===== src/rtl/iob_pkg.sv =====
// Shared constants for iob_uart: register offsets, STATUS bit indices, engine state encodings.
`timescale 1ns/1ps
package iob_pkg;

    // Register offsets in word units (i_adr[4:2])
    localparam logic [2:0] IOB_UART_TXDATA = 3'd0;
    localparam logic [2:0] IOB_UART_RXDATA = 3'd1;
    localparam logic [2:0] IOB_UART_STATUS = 3'd2;
    localparam logic [2:0] IOB_UART_DIV    = 3'd3;
    localparam logic [2:0] IOB_UART_IE     = 3'd4;

    localparam int ST_TXFULL  = 0;
    localparam int ST_TXBUSY  = 1;
    localparam int ST_RXVALID = 2;
    localparam int ST_OVERRUN = 3;
    localparam int ST_TXOVF   = 4;

    typedef enum logic [1:0] {TX_IDLE, TX_START, TX_DATA, TX_STOP} tx_state_t;
    typedef enum logic [1:0] {RX_IDLE, RX_START, RX_DATA, RX_STOP} rx_state_t;

    // The half-period midpoint check needs at least 2 clocks per bit.
    function automatic logic [15:0] clamp_div(input logic [15:0] d);
        return (d < 16'd2) ? 16'd2 : d;
    endfunction

endpackage


===== src/rtl/iob_uart_fifo.sv =====
// Synchronous circular-buffer FIFO; one extra pointer bit distinguishes full from empty.
`timescale 1ns/1ps
module iob_uart_fifo #(
    parameter int W          = 8,
    parameter int DEPTH_LOG2 = 3
) (
    input  logic                  clk,
    input  logic                  rst,
    input  logic                  push,
    input  logic [W-1:0]          wdata,
    input  logic                  pop,
    output logic [W-1:0]          rdata,
    output logic                  full,
    output logic                  empty,
    output logic [DEPTH_LOG2:0]   count
);
    localparam int DEPTH = 1 << DEPTH_LOG2;

    logic [W-1:0]        mem [DEPTH];
    logic [DEPTH_LOG2:0] wptr;
    logic [DEPTH_LOG2:0] rptr;
    logic                do_push;
    logic                do_pop;

    assign empty   = (wptr == rptr);
    assign full    = (wptr[DEPTH_LOG2] != rptr[DEPTH_LOG2]) &&
                     (wptr[DEPTH_LOG2-1:0] == rptr[DEPTH_LOG2-1:0]);
    assign count   = wptr - rptr;
    assign rdata   = mem[rptr[DEPTH_LOG2-1:0]];
    assign do_pop  = pop & ~empty;
    // A pop in the same cycle frees the slot, so a push into a full FIFO still lands.
    assign do_push = push & (~full | do_pop);

    always_ff @(posedge clk or posedge rst) begin
        if (rst) begin
            wptr <= '0;
            rptr <= '0;
        end else begin
            if (do_push) wptr <= wptr + 1'b1;
            if (do_pop)  rptr <= rptr + 1'b1;
        end
    end

    always_ff @(posedge clk) begin
        if (do_push) mem[wptr[DEPTH_LOG2-1:0]] <= wdata;
    end

endmodule


===== src/rtl/iob_uart.sv =====
// Memory-mapped 8N1 UART on the core IO bus. Define IOB_UART_IRQ_EN to add the IE register
// at offset 0x10 and the registered o_irq output.
`timescale 1ns/1ps
module iob_uart
    import iob_pkg::*;
#(
    parameter logic [31:0] BASE         = 32'h1000_0000,
    parameter int          TXDEPTH_LOG2 = 3,
    parameter logic [15:0] DIV_RST      = 16'd434
) (
    input  logic        clk,
    input  logic        rst,
    input  logic        hs_ls4iob_val,
    output logic        hs_iob4ls_rdy,
    input  logic [31:0] i_adr,
    input  logic [31:0] i_wdat,
    input  logic [3:0]  i_wen,
    output logic [31:0] o_rdat,
    output logic        o_tx,
    input  logic        i_rx
`ifdef IOB_UART_IRQ_EN
    ,
    output logic        o_irq
`endif
);
    // Handshake: every cycle with hs_ls4iob_val high is one complete request (no backpressure);
    // hs_iob4ls_rdy rises exactly the next cycle with o_rdat, even for undecoded addresses.
    logic        hit;
    logic [2:0]  off;
`ifdef IOB_UART_IRQ_EN
    logic [1:0]  ie;
    assign hit = (i_adr[31:5] == BASE[31:5]);
    assign off = i_adr[4:2];
`else
    assign hit = (i_adr[31:4] == BASE[31:4]);
    assign off = {1'b0, i_adr[3:2]};
`endif

    logic unused_bits;
    assign unused_bits = ^{i_adr[1:0], i_wdat[31:16], i_wen[3:2]};

    logic rd_req, wr_req, tx_push, rx_rd, st_wr, div_wr;
    assign rd_req  = hs_ls4iob_val & hit & (i_wen == 4'b0);
    assign wr_req  = hs_ls4iob_val & hit & (i_wen != 4'b0);
    assign tx_push = wr_req & (off == IOB_UART_TXDATA) & i_wen[0];
    assign rx_rd   = rd_req & (off == IOB_UART_RXDATA);
    assign st_wr   = wr_req & (off == IOB_UART_STATUS) & i_wen[0];
    assign div_wr  = wr_req & (off == IOB_UART_DIV) & (|i_wen[1:0]);

    logic [15:0] div;
    logic [7:0]  rxbyte;
    logic        rxvalid, overrun, txovf;

    logic [7:0]              tx_fdata;
    logic                    tx_full, tx_empty, tx_pop;
    logic [TXDEPTH_LOG2:0]   tx_count;
    tx_state_t               tx_state;
    logic [15:0]             tx_cnt;
    logic [2:0]              tx_bit;
    logic [7:0]              tx_sh;
    logic                    txbusy;

    iob_uart_fifo #(.W(8), .DEPTH_LOG2(TXDEPTH_LOG2)) u_txfifo (
        .clk   (clk),
        .rst   (rst),
        .push  (tx_push),
        .wdata (i_wdat[7:0]),
        .pop   (tx_pop),
        .rdata (tx_fdata),
        .full  (tx_full),
        .empty (tx_empty),
        .count (tx_count)
    );

    assign tx_pop = (tx_state == TX_IDLE) & ~tx_empty;
    assign txbusy = (tx_state != TX_IDLE);

    logic [31:0] rd_mux;
    always_comb begin
        rd_mux = '0;
        case (off)
            IOB_UART_TXDATA: rd_mux = {tx_full, 23'b0, 8'(tx_count)};
            IOB_UART_RXDATA: rd_mux = {~rxvalid, 23'b0, rxbyte};
            IOB_UART_STATUS: rd_mux = {27'b0, txovf, overrun, rxvalid, txbusy, tx_full};
            IOB_UART_DIV:    rd_mux = {16'b0, div};
`ifdef IOB_UART_IRQ_EN
            IOB_UART_IE:     rd_mux = {30'b0, ie};
`endif
            default:         rd_mux = '0;
        endcase
    end

    always_ff @(posedge clk or posedge rst) begin
        if (rst) begin
            hs_iob4ls_rdy <= 1'b0;
            o_rdat        <= '0;
        end else begin
            hs_iob4ls_rdy <= hs_ls4iob_val;
            o_rdat        <= rd_req ? rd_mux : '0;
        end
    end

    // Engines reload their bit counter from div only at bit boundaries.
    always_ff @(posedge clk or posedge rst) begin
        if (rst) begin
            div <= DIV_RST;
        end else if (div_wr) begin
            div <= clamp_div({i_wen[1] ? i_wdat[15:8] : div[15:8],
                              i_wen[0] ? i_wdat[7:0]  : div[7:0]});
        end
    end

    always_ff @(posedge clk or posedge rst) begin
        if (rst) begin
            tx_state <= TX_IDLE;
            tx_cnt   <= '0;
            tx_bit   <= '0;
            tx_sh    <= '0;
            o_tx     <= 1'b1;
        end else begin
            case (tx_state)
                TX_IDLE: begin
                    if (!tx_empty) begin
                        tx_state <= TX_START;
                        tx_cnt   <= div - 16'd1;
                        tx_sh    <= tx_fdata;
                        o_tx     <= 1'b0;
                    end
                end
                TX_START: begin
                    if (tx_cnt != 16'd0) tx_cnt <= tx_cnt - 16'd1;
                    else begin
                        tx_state <= TX_DATA;
                        tx_cnt   <= div - 16'd1;
                        tx_bit   <= '0;
                        o_tx     <= tx_sh[0];
                        tx_sh    <= tx_sh >> 1;
                    end
                end
                TX_DATA: begin
                    if (tx_cnt != 16'd0) tx_cnt <= tx_cnt - 16'd1;
                    else begin
                        tx_cnt <= div - 16'd1;
                        if (tx_bit == 3'd7) begin
                            tx_state <= TX_STOP;
                            o_tx     <= 1'b1;
                        end else begin
                            tx_bit <= tx_bit + 3'd1;
                            o_tx   <= tx_sh[0];
                            tx_sh  <= tx_sh >> 1;
                        end
                    end
                end
                TX_STOP: begin
                    if (tx_cnt != 16'd0) tx_cnt <= tx_cnt - 16'd1;
                    else tx_state <= TX_IDLE;
                end
            endcase
        end
    end

    logic [1:0]  rx_sync;
    logic        rx_s, rx_prev, rx_load;
    rx_state_t   rx_state;
    logic [15:0] rx_cnt;
    logic [2:0]  rx_bit;
    logic [7:0]  rx_sh;

    assign rx_s    = rx_sync[1];
    assign rx_load = (rx_state == RX_STOP) && (rx_cnt == 16'd0) && rx_s;

    always_ff @(posedge clk or posedge rst) begin
        if (rst) begin
            rx_sync  <= 2'b11;
            rx_prev  <= 1'b1;
            rx_state <= RX_IDLE;
            rx_cnt   <= '0;
            rx_bit   <= '0;
            rx_sh    <= '0;
        end else begin
            rx_sync <= {rx_sync[0], i_rx};
            rx_prev <= rx_s;
            case (rx_state)
                RX_IDLE: begin
                    if (rx_prev && !rx_s) begin
                        rx_state <= RX_START;
                        rx_cnt   <= (div >> 1) - 16'd1;
                    end
                end
                RX_START: begin
                    if (rx_cnt != 16'd0) rx_cnt <= rx_cnt - 16'd1;
                    else if (rx_s) rx_state <= RX_IDLE;
                    else begin
                        rx_state <= RX_DATA;
                        rx_cnt   <= div - 16'd1;
                        rx_bit   <= '0;
                    end
                end
                RX_DATA: begin
                    if (rx_cnt != 16'd0) rx_cnt <= rx_cnt - 16'd1;
                    else begin
                        rx_sh  <= {rx_s, rx_sh[7:1]};
                        rx_cnt <= div - 16'd1;
                        rx_bit <= rx_bit + 3'd1;
                        if (rx_bit == 3'd7) rx_state <= RX_STOP;
                    end
                end
                RX_STOP: begin
                    if (rx_cnt != 16'd0) rx_cnt <= rx_cnt - 16'd1;
                    else rx_state <= RX_IDLE;
                end
            endcase
        end
    end

    // A read racing a load consumed the old byte, so it is not an overrun.
    always_ff @(posedge clk or posedge rst) begin
        if (rst) begin
            rxbyte  <= '0;
            rxvalid <= 1'b0;
            overrun <= 1'b0;
            txovf   <= 1'b0;
        end else begin
            if (rx_load) begin
                rxbyte  <= rx_sh;
                rxvalid <= 1'b1;
            end else if (rx_rd) begin
                rxvalid <= 1'b0;
            end
            if (rx_load && rxvalid && !rx_rd) overrun <= 1'b1;
            else if (st_wr && i_wdat[ST_OVERRUN]) overrun <= 1'b0;
            if (tx_push && tx_full && !tx_pop) txovf <= 1'b1;
            else if (st_wr && i_wdat[ST_TXOVF]) txovf <= 1'b0;
        end
    end

`ifdef IOB_UART_IRQ_EN
    always_ff @(posedge clk or posedge rst) begin
        if (rst) begin
            ie    <= 2'b0;
            o_irq <= 1'b0;
        end else begin
            if (wr_req && (off == IOB_UART_IE) && i_wen[0]) ie <= i_wdat[1:0];
            o_irq <= (rxvalid & ie[0]) | (tx_empty & ie[1]);
        end
    end
`endif

endmodule


===== config.mk =====
export PLATFORM = sky130hd
export DESIGN_NAME = iob_uart
export DESIGN_NICKNAME = d
export VERILOG_FILES = /design/src/rtl/iob_pkg.sv /design/src/rtl/iob_uart_fifo.sv /design/src/rtl/iob_uart.sv
export SDC_FILE = /design/constraint.sdc
export NUM_CORES = 1
export LEC_CHECK = 0
export CAP_MARGIN = 15
export CORE_ASPECT_RATIO = 1.5
export CORE_MARGIN = 5
export CORE_UTILIZATION = 40
export DETAILED_ROUTE_END_ITERATION = 10
export GPL_ROUTABILITY_DRIVEN = 1
export PLACE_DENSITY = 0.56
export SLEW_MARGIN = 30
export SYNTH_ARGS = -nofsm -noshare
export SYNTH_HDL_FRONTEND = slang
export SYNTH_SLANG_ARGS = --single-unit

===== constraint.sdc =====
create_clock -name clk -period 8.21 [get_ports clk]
set_clock_uncertainty 0.1 [all_clocks]
set_input_delay 1.642 -clock clk [delete_from_list [all_inputs] [get_ports clk]]
set_output_delay 1.642 -clock clk [all_outputs]
set_load 0.05 [all_outputs]

Word-level counts from Yosys, hierarchy flattened:

Memory sizes are Yosys's and may differ from the RTL's.
Cells that the tools add are included.

* register bits: 130
* RAM bits: 64
* input port bits: 72
* output and inout bits: 34
* logic and storage cells: 172
* memories kept: 1

* $add $sub $neg: 9
* $lt $le $gt $ge: 1
* eq/ne operators: 30
* multiplexer cells: 54
* bitwise logic cells: 18
* reduce and logical (&&, ||, !) cells: 39

Memories
* u_txfifo.mem: words 8, width 8, read ports 1, clocked after Yosys merged registers in 0, write ports 1, line iob_uart_fifo.sv:19 `logic [W-1:0] mem [DEPTH];`

Operator list (number)
* two-way mux 16 bit: 9
* case mux 32 bit (4 select lines): 1
* case mux 16 bit (4 select lines): 1
* two-way mux 8 bit: 6
* case mux 16 bit (3 select lines): 1
* subtractor 16 x 1 -> 16 bit, second input constant: 3
* two-way mux 32 bit: 1
* nonzero test 16 bit: 2
* equality test 28 x 25 -> 1 bit, second input constant: 1
* != test 2 bit, second input constant: 13
* case mux 8 bit (3 select lines): 1
* two-way mux 2 bit: 11
* two-way mux 3 bit: 6
* logical NOT 16 bit: 1
* < comparator 16 x 2 -> 1 bit, second input constant: 1
* case mux 2 bit (4 select lines): 2
* subtractor 15 x 1 -> 16 bit, second input constant: 1
* AND reduction 5 bit: 3
* AND 1 bit: 13
* equality test 2 bit, second input constant: 6
* two-way mux 1 bit: 12
* case mux 3 bit (2 select lines): 2
* AND reduction 4 bit: 3
* nonzero test 2 bit: 6
* other kinds (23): 45

Depth between registers and ports, before layout:

Gate-level depths: netlist of run 1.

* depth after elaboration: 8
* gate-level depth with buffers: 11
* mapped depth without buffers: 8

Modules after synthesis:

Synthesis of run 1 repeated with hierarchy kept, for this count alone.

* cells, all modules: 850
* area, all modules: 9491.6 µm²

By module, submodules not included
* iob_uart: times used 1, cells an instance 680, area an instance 6507.5 µm², seq. area each 2688.8 µm²
* iob_uart_fifo: times used 1, cells an instance 170, area an instance 2984.1 µm², seq. area each 2122.0 µm²

Least setup slack after synthesis of run 1:

Ideal clock, no wire load.

* path type: input -> register
* start: input i_adr[12]
* end: memory u_txfifo.mem[0][0] (enable)
* setup time: 0.383 ns
* arrival time: 3.586 ns
* data required time: 7.727 ns
* setup slack: 4.140 ns
* stages on the path: 7
* path buffers: 1
* cells stage by stage: nor4_1 > nand4_1 > nor3_1 > clkbuf_1 > nand3_1 > or2_2 > nor3_1

* cells in the longest elaborated chain, start to end: 8

Ends and longest elaborated chain
* from (decl): line iob_uart.sv:15 `input logic [31:0] i_adr,`
* equality test 28 x 25 -> 1 bit: line iob_uart.sv:35 `assign hit = (i_adr[31:4] == BASE[31:4]);`
* AND 1 bit (2 in a row): line iob_uart.sv:44 `assign wr_req = hs_ls4iob_val & hit & (i_wen != 4'b0);`
* AND 1 bit (2 in a row): line iob_uart.sv:45 `assign tx_push = wr_req & (off == IOB_UART_TXDATA) & i_wen[0];`
* AND 1 bit: line iob_uart_fifo.sv:32 `assign do_push = push & (~full | do_pop);`
* two-way mux 1 bit: line iob_uart_fifo.sv:45 `if (do_push) mem[wptr[DEPTH_LOG2-1:0]] <= wdata;`
* two-way mux 1 bit (implied by the code): line iob_uart_fifo.sv:45
* to (decl): line iob_uart_fifo.sv:19

No other way between the ends.

Worst setup path in the final report of run 1:

* start: input i_adr[5]
* end: memory u_txfifo.mem[5][4] (enable)

Same word-level chain as after synthesis.

==> results of run 1 <==
layout make-up:
| class | instances | area (um^2) |
|---|---|---|
| Timing Repair Buffer | 80 | 781 |
| Fill cell | 2135 | 12100 |
| Clock inverter | 14 | 190 |
| Inverter | 29 | 111 |
| Tap cell | 315 | 394 |
| Clock buffer | 18 | 429 |
| Multi-Input combinational cell | 593 | 4200 |
| Sequential cell | 179 | 4810 |
critical path, cell delays in order:
cell             delay (ns)
clkdlybuf4s50_1        0.39
nor4_1                 0.31
nand4_1                0.15
nor3_1                 0.22
buf_4                  0.20
nand3_1                0.13
or2_2                  0.36
nor2_1                 0.63
logic make-up after synthesis:
| kind of cell | share of synthesized area (%) |
|---|---|
| muxes | 8.42 |
| and+or+nand+nor | 15.7 |
| xor gates and xnor gates | 3.93 |
| adders and majority gates | 3.42 |
| AOI/OAI and AO/OA | 12.5 |
| DFF | 51.4 |
| buffers and inverters | 4.65 |
| other | 0.0400 |
metrics by stage:
step | worst slack, ns | cell area [um^2] | hold WS (ns)
floorplan | 3.44 | 9420 | 0.245
global placement | 3.61 | 10300 | 0.247
detailed placement | 3.64 | 10300 | 0.249
CTS | 4.11 | 10900 | 0.260
global route | 3.86 | 10900 | 0.268
finish | 4.15 | 10900 | 0.257
power by group through the flow:
stage	Clock [W]	Sequential (W)	Combinational, W
2_1_floorplan	0	0.00106	0.000473
3_3_place_gp	0	0.00107	0.000629
5_1_grt	0.000906	0.00106	0.000704
3_5_place_dp	0	0.00107	0.000635
6_report	0.000852	0.00106	0.000635
4_1_cts	0.000871	0.00105	0.000635
registers in the layout, indices dropped and copies added (netlist names), 2 cells and up, named ones only:
register / cells
rx_bit: 3
tx_bit: 3
tx_sh: 8
rx_sh: 8
tx_cnt: 16
rx_sync: 2
u_txfifo.mem: 64
tx_state: 2
rx_cnt: 16
u_txfifo.rptr: 4
rxbyte: 8
o_rdat: 17
div: 16
u_txfifo.wptr: 4
layout by cell type (no fill, tap or decap), drive strengths merged, types with 4 or more instances in the layout:
cell type	n
clkbuf	18
a22oi	4
nor2	53
nand2	102
buf	8
dfstp	9
nor3b	4
o21ai	48
a22o	11
xor2	17
or4	9
nand2b	4
a32o	6
mux4	19
a21oi	41
dfrtp	106
and3	14
mux2i	9
nor3	20
conb	15
edfxtp	64
xnor2	25
o31ai	5
nand4	8
a221o	7
mux2	24
clkdlybuf4s50	72
ha	24
clkinv	8
inv	33
nand3	20
a21o	6
or3	7
o22ai	5
nor4	26
nor2b	4
layer usage:
metal  track usage, %  up-vias  routed length, um  share of wire [%]
li1                 -     3204                  -                  -
met1             22.0     3387               9770                 41
met2             32.7      129              12700                 53
met3             3.06       31                705                3.0
met4             6.35        0                585                2.5
met5                0        -                  0                  0
worst max-delay path by stage:
stage	from	cells after the start	end	slack, ns
3_5_place_dp	i_adr[5]	8	u_txfifo.mem[5][0]	3.64
2_1_floorplan	rst	1	async pin	3.44
6_report	i_adr[5]	8	u_txfifo.mem[5][4]	4.15
4_1_cts	i_adr[5]	8	u_txfifo.mem[5][3]	4.11
3_3_place_gp	i_adr[5]	8	u_txfifo.mem[5][0]	3.61
5_1_grt	i_adr[12]	8	u_txfifo.mem[5][0]	3.86
==> flow_metrics.env, run 1 <==
export IMPL_synthMostInstantiatedCell="dfrtp_1"
export IMPL_die_area_um2=26600
export IMPL_worst_pin_slew_ns=0.917
export IMPL_vias=6751
export IMPL_grt_max_degree=66
export IMPL_routedWlPerCell_um=19.3
export IMPL_port_buffers=72
export IMPL_vias_per_cell=5.50
export IMPL_cts_max_level=4
export IMPL_min_path_type="reg2reg"
export IMPL_yosys_top_cells_area="dfrtp_1 28%, edfxtp_1 21%, mux4_2 4.6%"
export IMPL_synth_avg_cell_area_um2=11.0
export IMPL_hp_start="rx_sync[0]"
export IMPL_rows=68
export IMPL_synth_top_area_share_pct=28.3
export IMPL_grt_pass1_vias=6784
export IMPL_cap_violations=0
export IMPL_drc=0
export IMPL_grt_total_usage_pct=18.2
export IMPL_post_cts_buffers=0
export IMPL_cts_tree="built"
export IMPL_fin_cells=1228
export IMPL_fin_crit_ns=4.06
export IMPL_sw_frac_of_total_pct=33.1
export IMPL_routabilityCongestion=0.865
export IMPL_drive_gt1_share_pct=12.8
export IMPL_setup_viol=0
export IMPL_worstSetupPathType="in2reg"
export IMPL_worstHoldEndpoint="rx_sync[1]"
export IMPL_fin_util_pct=47.3
export IMPL_clock_root_buffer="clkbuf_16"
export IMPL_synth_async_reset_ratio_pct=64.2
export IMPL_place_inst=1196
export IMPL_rsz0062_at_grt="false"
export IMPL_syn_to_final_growth_pct=16.6
export IMPL_final_hold_viol_count=0
export IMPL_ys_types=87
export IMPL_finalPower_w=0.00254
export IMPL_synth_top_cells_by_count="106 x dfrtp_1, 101 x nand2_1, 64 x edfxtp_1"
export IMPL_netlist_area_um2=9370
export IMPL_ys_warn_count=0
export IMPL_die_x_um=135
export IMPL_initial_core_util_pct=40.6
export IMPL_die_h_um=197
export IMPL_cts_resized=0
export IMPL_ff2ff_setup_slack_ns=4.62
export IMPL_clockBufferDepth=2
export IMPL_num_antenna_cells=0
export IMPL_dp_hpwl_mm=17.1
export IMPL_drt_pass1_iter_count=5
export IMPL_pwr_share_comb_pct=25.0
export IMPL_cp_arrival_ns=4.04
export IMPL_clock_latency_ns=0.45
export IMPL_synth_main_ff_cell="dfrtp_1"
export IMPL_fin_nets=997
export IMPL_pin_count=106
export IMPL_relSlewSlack_pct=38.8
export IMPL_r2r_end="u_txfifo.mem[5][4]"
export IMPL_core_um2=23100
export IMPL_reg2reg_depth=8
export IMPL_crit_required_ns=8.19
export IMPL_path_clk_slew_ns=0.07
export IMPL_ys_seq_area_share_pct=51.4
export IMPL_period_share_pct=49.5
export IMPL_p_seq_share_pct=41.5
export IMPL_synth_edf_count=64
export IMPL_antenna_found_initial=0
export IMPL_p_int_w=0.00170
export IMPL_vdd_drop_max_mv=0.196
export IMPL_cts_sinks=179
export IMPL_synth_seq_cells=179
export IMPL_drt_total_wl_mm=23.7
export IMPL_syn_inst=849
export IMPL_grt_pass1_wl_mm=37.5
export IMPL_drt_iter0_drc=469
export IMPL_clock_fmax_ghz=0.246
export IMPL_p_switching_w=0.000841
export IMPL_p_leak_nw=4.48
export IMPL_tns_ns=0
export IMPL_r2r_start="u_txfifo.rptr[1]"
export IMPL_slew_violations=0
export IMPL_cts_buffers=17
export IMPL_p_clk_share_pct=33.5
export IMPL_drtAntennaViolNets=0
export IMPL_status="completed"
export IMPL_crit_fanout=11
export IMPL_endpoint_kind="flip-flop"
export IMPL_ctsHoldBuffers=0
export IMPL_min_path_cells=0
export IMPL_yosysTopAreaCell="dfrtp_1"
export IMPL_overflow=0
export IMPL_cp_start_kind="input port"
export IMPL_power_density_nw_per_um2=233
Note: power is estimated with default switching activity, not from simulation.
==> run 2: changes to the inputs <==
==> constraint.sdc (replaced) <==
create_clock -name clk -period 4.22 [get_ports clk]
set_clock_uncertainty 0.1 [all_clocks]
set_input_delay 0.844 -clock clk [delete_from_list [all_inputs] [get_ports clk]]
set_output_delay 0.844 -clock clk [all_outputs]
set_load 0.05 [all_outputs]
==> run 2 against run 1 <==
  * Critical path depth stayed put
  * Via count is 1.1% higher
  * Die area stayed put
  * Setup slack worse by 3.3 ns
  * Total power is 97% higher
  * Largest cell class unchanged
  * Core utilization is 0.57 points higher
  * Largest power group unchanged
==> flow_metrics.env, run 2 (synthesized netlist as in run 1, its figures left out) <==
export IMPL_cp_arrival_ns=3.54
export IMPL_port_buffers=72
export IMPL_slowest_stage="dfrtp_1"
export IMPL_multi_input_area_um2=4190
export IMPL_place_ws_ns=0.754
export IMPL_fin_cells=1243
export IMPL_sw_frac_of_total_pct=33.0
export IMPL_dp_hpwl_mm=17.4
export IMPL_cts_sinks=179
export IMPL_syn_to_final_growth_pct=18.0
export IMPL_die_area_um2=26600
export IMPL_routedWlPerCell_um=19.4
export IMPL_cts_tree="built"
export IMPL_crit_required_ns=4.43
export IMPL_period_share_pct=78.9
export IMPL_hold_ws_ns=0.257
export IMPL_vias=6826
export IMPL_worst_pin_slew_ns=0.819
export IMPL_crit_fanout=10
export IMPL_grt_max_degree=69
export IMPL_drive_gt1_share_pct=14.2
export IMPL_cap_violations=0
export IMPL_final_cell_mix="106 x dfrtp_1, 101 x nand2_1, 72 x clkdlybuf4s50_1"
export IMPL_p_leak_nw=4.57
export IMPL_cp_start_kind="flip-flop"
export IMPL_rows=68
export IMPL_pin_count=106
export IMPL_grt_pass1_wl_mm=38.4
export IMPL_path_cells="clkinv_1, ha_1, nand3_1, nor3_1, a21o_2, or2_2, nor4_1, a211o_1"
export IMPL_vdd_drop_max_mv=0.375
export IMPL_fin_crit_ns=3.33
export IMPL_status="completed"
export IMPL_routabilityCongestion=0.871
export IMPL_place_inst=1211
export IMPL_ctsHoldBuffers=0
export IMPL_antenna_found_initial=0
export IMPL_p_int_w=0.00336
export IMPL_seqCellArea_um2=4810
export IMPL_slew_violations=0
export IMPL_tns_ns=0
export IMPL_core_um2=23100
export IMPL_setup_viol=0
export IMPL_pwr_share_comb_pct=24.8
export IMPL_cpPeakStageDelay_ns=0.64
export IMPL_die_h_um=197
export IMPL_num_antenna_cells=0
export IMPL_endpoint_kind="flip-flop"
export IMPL_vias_per_cell=5.49
export IMPL_die_x_um=135
export IMPL_nFillCells=2139
export IMPL_cts_max_level=4
export IMPL_p_seq_share_pct=41.0
export IMPL_p_clk_share_pct=34.2
export IMPL_drtAntennaViolNets=0
export IMPL_drt_pass1_iter_count=5
export IMPL_worstSetupPathType="reg2reg"
export IMPL_cts_resized=0
export IMPL_cts_buffers=17
export IMPL_clock_latency_ns=0.44
export IMPL_layout_commonest_cell="dfrtp_1"
export IMPL_fin_util_pct=47.9
export IMPL_relSlewSlack_pct=45.4
export IMPL_path_clk_slew_ns=0.07
export IMPL_clock_fmax_ghz=0.300
export IMPL_p_switching_w=0.00165
export IMPL_overflow=0
export IMPL_worst_slack_ns=0.890
export IMPL_clock_root_buffer="clkbuf_16"
export IMPL_largest_register_ffs=64
export IMPL_drt_total_wl_mm=24.1
export IMPL_clockBufferDepth=2
export IMPL_drt_iter0_drc=399
export IMPL_post_cts_buffers=0
export IMPL_rsz0062_at_grt="false"
export IMPL_drc=0
export IMPL_grt_pass1_vias=6973
export IMPL_min_path_type="reg2reg"
export IMPL_initial_core_util_pct=40.6
export IMPL_power_density_nw_per_um2=454
export IMPL_grt_total_usage_pct=18.6
export IMPL_fin_nets=1012
export IMPL_final_hold_viol_count=0
-- run 2: cell types whose count changed in the layout (fill, tap and decap cells not counted), moves of 2 or more --
cell,change
inv_6,-3
clkinv_2,-2
buf_4,+15
inv_8,+4
-- run 2: metal layers --
metal | routed length (um) | vias up | global-route usage (%)
met2 | 12700 | 125 | 33.2
met5 | 0 | - | 0
li1 | - | 3233 | -
met3 | 603 | 36 | 2.73
met4 | 693 | 0 | 7.40
met1 | 10100 | 3432 | 22.6
-- run 2: final cells by class --
type	instances	share of cell area, %
Clock buffer	19	4.11
Clock inverter	13	1.72
Inverter	29	1.03
Multi-Input combinational cell	593	37.9
Sequential cell	179	43.5
Tap cell	315	3.57
Timing Repair Buffer	95	8.09
-- run 2: critical path: cells and delay by family, from the launching register on --
family,cells,cell delay (ns)
simple gates,4,1.06
flops,1,0.64
compound gates,2,0.56
fa+ha+maj,1,0.45
buf+inv,1,0.39
-- run 2: power groups by stage --
stage / Clock [W] / Combinational (W) / Sequential (W)
2_1_floorplan: 0 / 0.000921 / 0.00205
3_3_place_gp: 0 / 0.00123 / 0.00208
3_5_place_dp: 0 / 0.00124 / 0.00208
4_1_cts: 0.00175 / 0.00124 / 0.00205
5_1_grt: 0.00182 / 0.00138 / 0.00207
6_report: 0.00171 / 0.00125 / 0.00205
-- run 2: final timing paths --
path | cells past startpoint | endpoint | startpoint | slack (ns)
worst min register to register | 0 | rx_sync[1] | rx_sync[0] | 0.26
worst max register to register | 8 | tx_cnt[13] | u_txfifo.rptr[2] | 0.89
worst min-delay path | 0 | rx_sync[1] | rx_sync[0] | 0.26
max in group asynchronous | 3 | rx_sync[0] | rst | 2.43
min in group asynchronous | 2 | rxbyte[5] | rst | 0.78
worst max-delay path | 8 | tx_cnt[13] | u_txfifo.rptr[2] | 0.89
-- run 2: stage by stage --
| stage | power (W) | instance area [um^2] |
|---|---|---|
| 3_5_place_dp | 0.00332 | 10400 |
| 4_1_cts | 0.00504 | 11000 |
| 6_report | 0.00501 | 11000 |
| 5_1_grt | 0.00527 | 11000 |
| 3_3_place_gp | 0.00331 | 10400 |
| 2_1_floorplan | 0.00298 | 9420 |
==> run 3: changes to the inputs <==
--- a/config.mk
+++ b/config.mk
@@ -11,7 +11,7 @@
 export CORE_UTILIZATION = 40
 export DETAILED_ROUTE_END_ITERATION = 10
 export GPL_ROUTABILITY_DRIVEN = 1
-export PLACE_DENSITY = 0.56
+export PLACE_DENSITY = 0.58
 export SLEW_MARGIN = 30
 export SYNTH_ARGS = -nofsm -noshare
 export SYNTH_HDL_FRONTEND = slang
==> constraint.sdc (replaced) <==
create_clock -name clk -period 2.95 [get_ports clk]
set_clock_uncertainty 0.1 [all_clocks]
set_input_delay 0.59 -clock clk [delete_from_list [all_inputs] [get_ports clk]]
set_output_delay 0.59 -clock clk [all_outputs]
set_load 0.05 [all_outputs]
==> run 3 against run 2 <==
  * Non-clock buffer count rose by 41
  * First-iteration DRC count rose by 44%
  * Sequential power rose by 43%
  * Fmax rose by 23%
  * Sequential share of layout area fell by 1.1 points
  * Setup slack got worse by 0.64 ns
  * Clock-buffer cell count rose by 1
  * Hold slack barely moved
  * Largest cell class unchanged
==> flow_metrics.env, run 3 (synthesized netlist as in run 1, its figures left out) <==
export IMPL_status="completed"
export IMPL_drt_total_wl_mm=24.0
export IMPL_vdd_drop_max_mv=0.514
export IMPL_port_buffers=72
export IMPL_clock_latency_ns=0.43
export IMPL_p_leak_nw=4.75
export IMPL_grt_max_degree=116
export IMPL_cts_buffers=17
export IMPL_cts_sinks=179
export IMPL_syn_to_final_growth_pct=21.1
export IMPL_setup_viol=0
export IMPL_r2r_start="div[2]"
export IMPL_grt_total_usage_pct=18.6
export IMPL_cap_violations=0
export IMPL_post_cts_buffers=0
export IMPL_drt_iter0_drc=576
export IMPL_hp_start="rx_sync[0]"
export IMPL_worstSetupPathType="reg2reg"
export IMPL_final_cell_mix="106 x dfrtp_1, 101 x nand2_1, 72 x clkdlybuf4s50_1"
export IMPL_overflow=0
export IMPL_crit_required_ns=3.17
export IMPL_relSlewSlack_pct=40.0
export IMPL_dp_hpwl_mm=17.8
export IMPL_largest_register_ffs=64
export IMPL_endpoint_kind="flip-flop"
export IMPL_vias_per_cell=5.43
export IMPL_drtAntennaViolNets=0
export IMPL_r2r_end="rx_cnt[13]"
export IMPL_grt_pass1_vias=7063
export IMPL_grt_pass1_wl_mm=38.5
export IMPL_drt_pass1_iter_count=5
export IMPL_core_um2=23100
export IMPL_cp_start_kind="flip-flop"
export IMPL_routabilityCongestion=0.846
export IMPL_cts_tree="built"
export IMPL_nFillCells=2121
export IMPL_period_share_pct=91.7
export IMPL_clock_fmax_ghz=0.370
export IMPL_place_inst=1252
export IMPL_num_antenna_cells=0
export IMPL_fin_crit_ns=2.70
export IMPL_routedWlPerCell_um=18.7
export IMPL_crit_fanout=3
export IMPL_clock_root_buffer="clkbuf_16"
export IMPL_cts_resized=0
export IMPL_rows=68
export IMPL_drive_gt1_share_pct=17.5
export IMPL_cts_max_level=4
export IMPL_power_density_nw_per_um2=630
export IMPL_fin_cells=1284
export IMPL_cp_arrival_ns=2.93
export IMPL_die_x_um=135
export IMPL_drc=0
export IMPL_path_clk_slew_ns=0.07
export IMPL_die_h_um=197
export IMPL_worstHoldEndpoint="rx_sync[1]"
export IMPL_clockBufferDepth=2
export IMPL_final_hold_viol_count=0
export IMPL_worst_pin_slew_ns=0.900
export IMPL_slew_violations=0
export IMPL_min_path_cells=0
export IMPL_antenna_found_initial=0
export IMPL_initial_core_util_pct=40.6
export IMPL_reg2reg_depth=8
export IMPL_pin_count=106
export IMPL_vias=6970
export IMPL_layout_commonest_cell="dfrtp_1"
export IMPL_die_area_um2=26600
export IMPL_finalPower_w=0.00714
export IMPL_fin_nets=1053
export IMPL_min_path_type="reg2reg"
export IMPL_rsz0062_at_grt="false"
export IMPL_ff2ff_setup_slack_ns=0.25
export IMPL_ctsHoldBuffers=0
[run 3: cell types whose count changed in the layout (fill, tap and decap cells not counted), sizes merged]
cell      previous run  this run
inv                 33        34
clkbuf              19        20
clkinvlp             1         2
buf                 23        64
clkinv               6         3
[run 3: per-layer routing]
layer  GRT usage, %  wire (um)  part of all wire (%)  up-vias
met5              0          0                     0        -
met4           7.25        712                   3.0        0
li1               -          -                     -     3335
met3           3.16        846                   3.5       42
met2           32.7      12400                    52      155
met1           22.8      10000                    42     3438
[run 3: worst max-delay path by stage]
stage / start / endpoint / slack (ns) / cells after the start
after floorplan: u_txfifo.rptr[1] / u_txfifo.mem[1][0] / -0.07 / 10
after global placement: i_adr[8] / u_txfifo.mem[5][1] / -0.05 / 9
after detailed placement: i_adr[8] / u_txfifo.mem[5][0] / -0.04 / 9
after CTS: u_txfifo.wptr[2] / tx_cnt[13] / 0.28 / 7
after global routing: u_txfifo.wptr[2] / tx_cnt[13] / 0.06 / 7
final: div[2] / rx_cnt[13] / 0.25 / 8
[run 3: layout make-up]
| type | instances | area [um^2] | area share (%) |
|---|---|---|---|
| flip-flops and latches | 179 | 4810 | 42.4 |
| clock inverters | 12 | 166 | 1.47 |
| inverters | 29 | 113 | 0.993 |
| repair buffers | 136 | 1230 | 10.8 |
| multi-input cells | 593 | 4190 | 37.0 |
| well taps | 315 | 394 | 3.48 |
| clock buffers | 20 | 437 | 3.85 |
[run 3: worst max-delay path, cell delays in order, from the launching register on]
cell and delay [ns]:
dfrtp_1 0.38, inv_1 0.09, ha_1 0.17, or4b_4 0.48
or4_4 0.51, a21oi_2 0.14, xnor2_1 0.28, o221ai_1 0.24
a22o_1 0.21
[run 3: where the power goes]
part	total [W]	switching (W)	internal [W]
Sequential	0.00294	0.000182	0.00275
Combinational	0.00187	0.00111	0.000764
Clock	0.00233	0.00104	0.00129
Total	0.00714	0.00233	0.00481
[run 3: metrics by stage]
stage	utilization [%]	cell area (um^2)	hold slack, ns	TNS, ns	worst slack, ns
5_1_grt	49.2	11300	0.267	0	0.0624
3_5_place_dp	46.6	10700	0.247	-1.03	-0.0406
6_report	49.2	11300	0.257	0	0.245
4_1_cts	49.2	11300	0.258	0	0.285
2_1_floorplan	-	9430	0.245	-1.64	-0.0685
3_3_place_gp	46.6	10700	0.246	-1.89	-0.0537
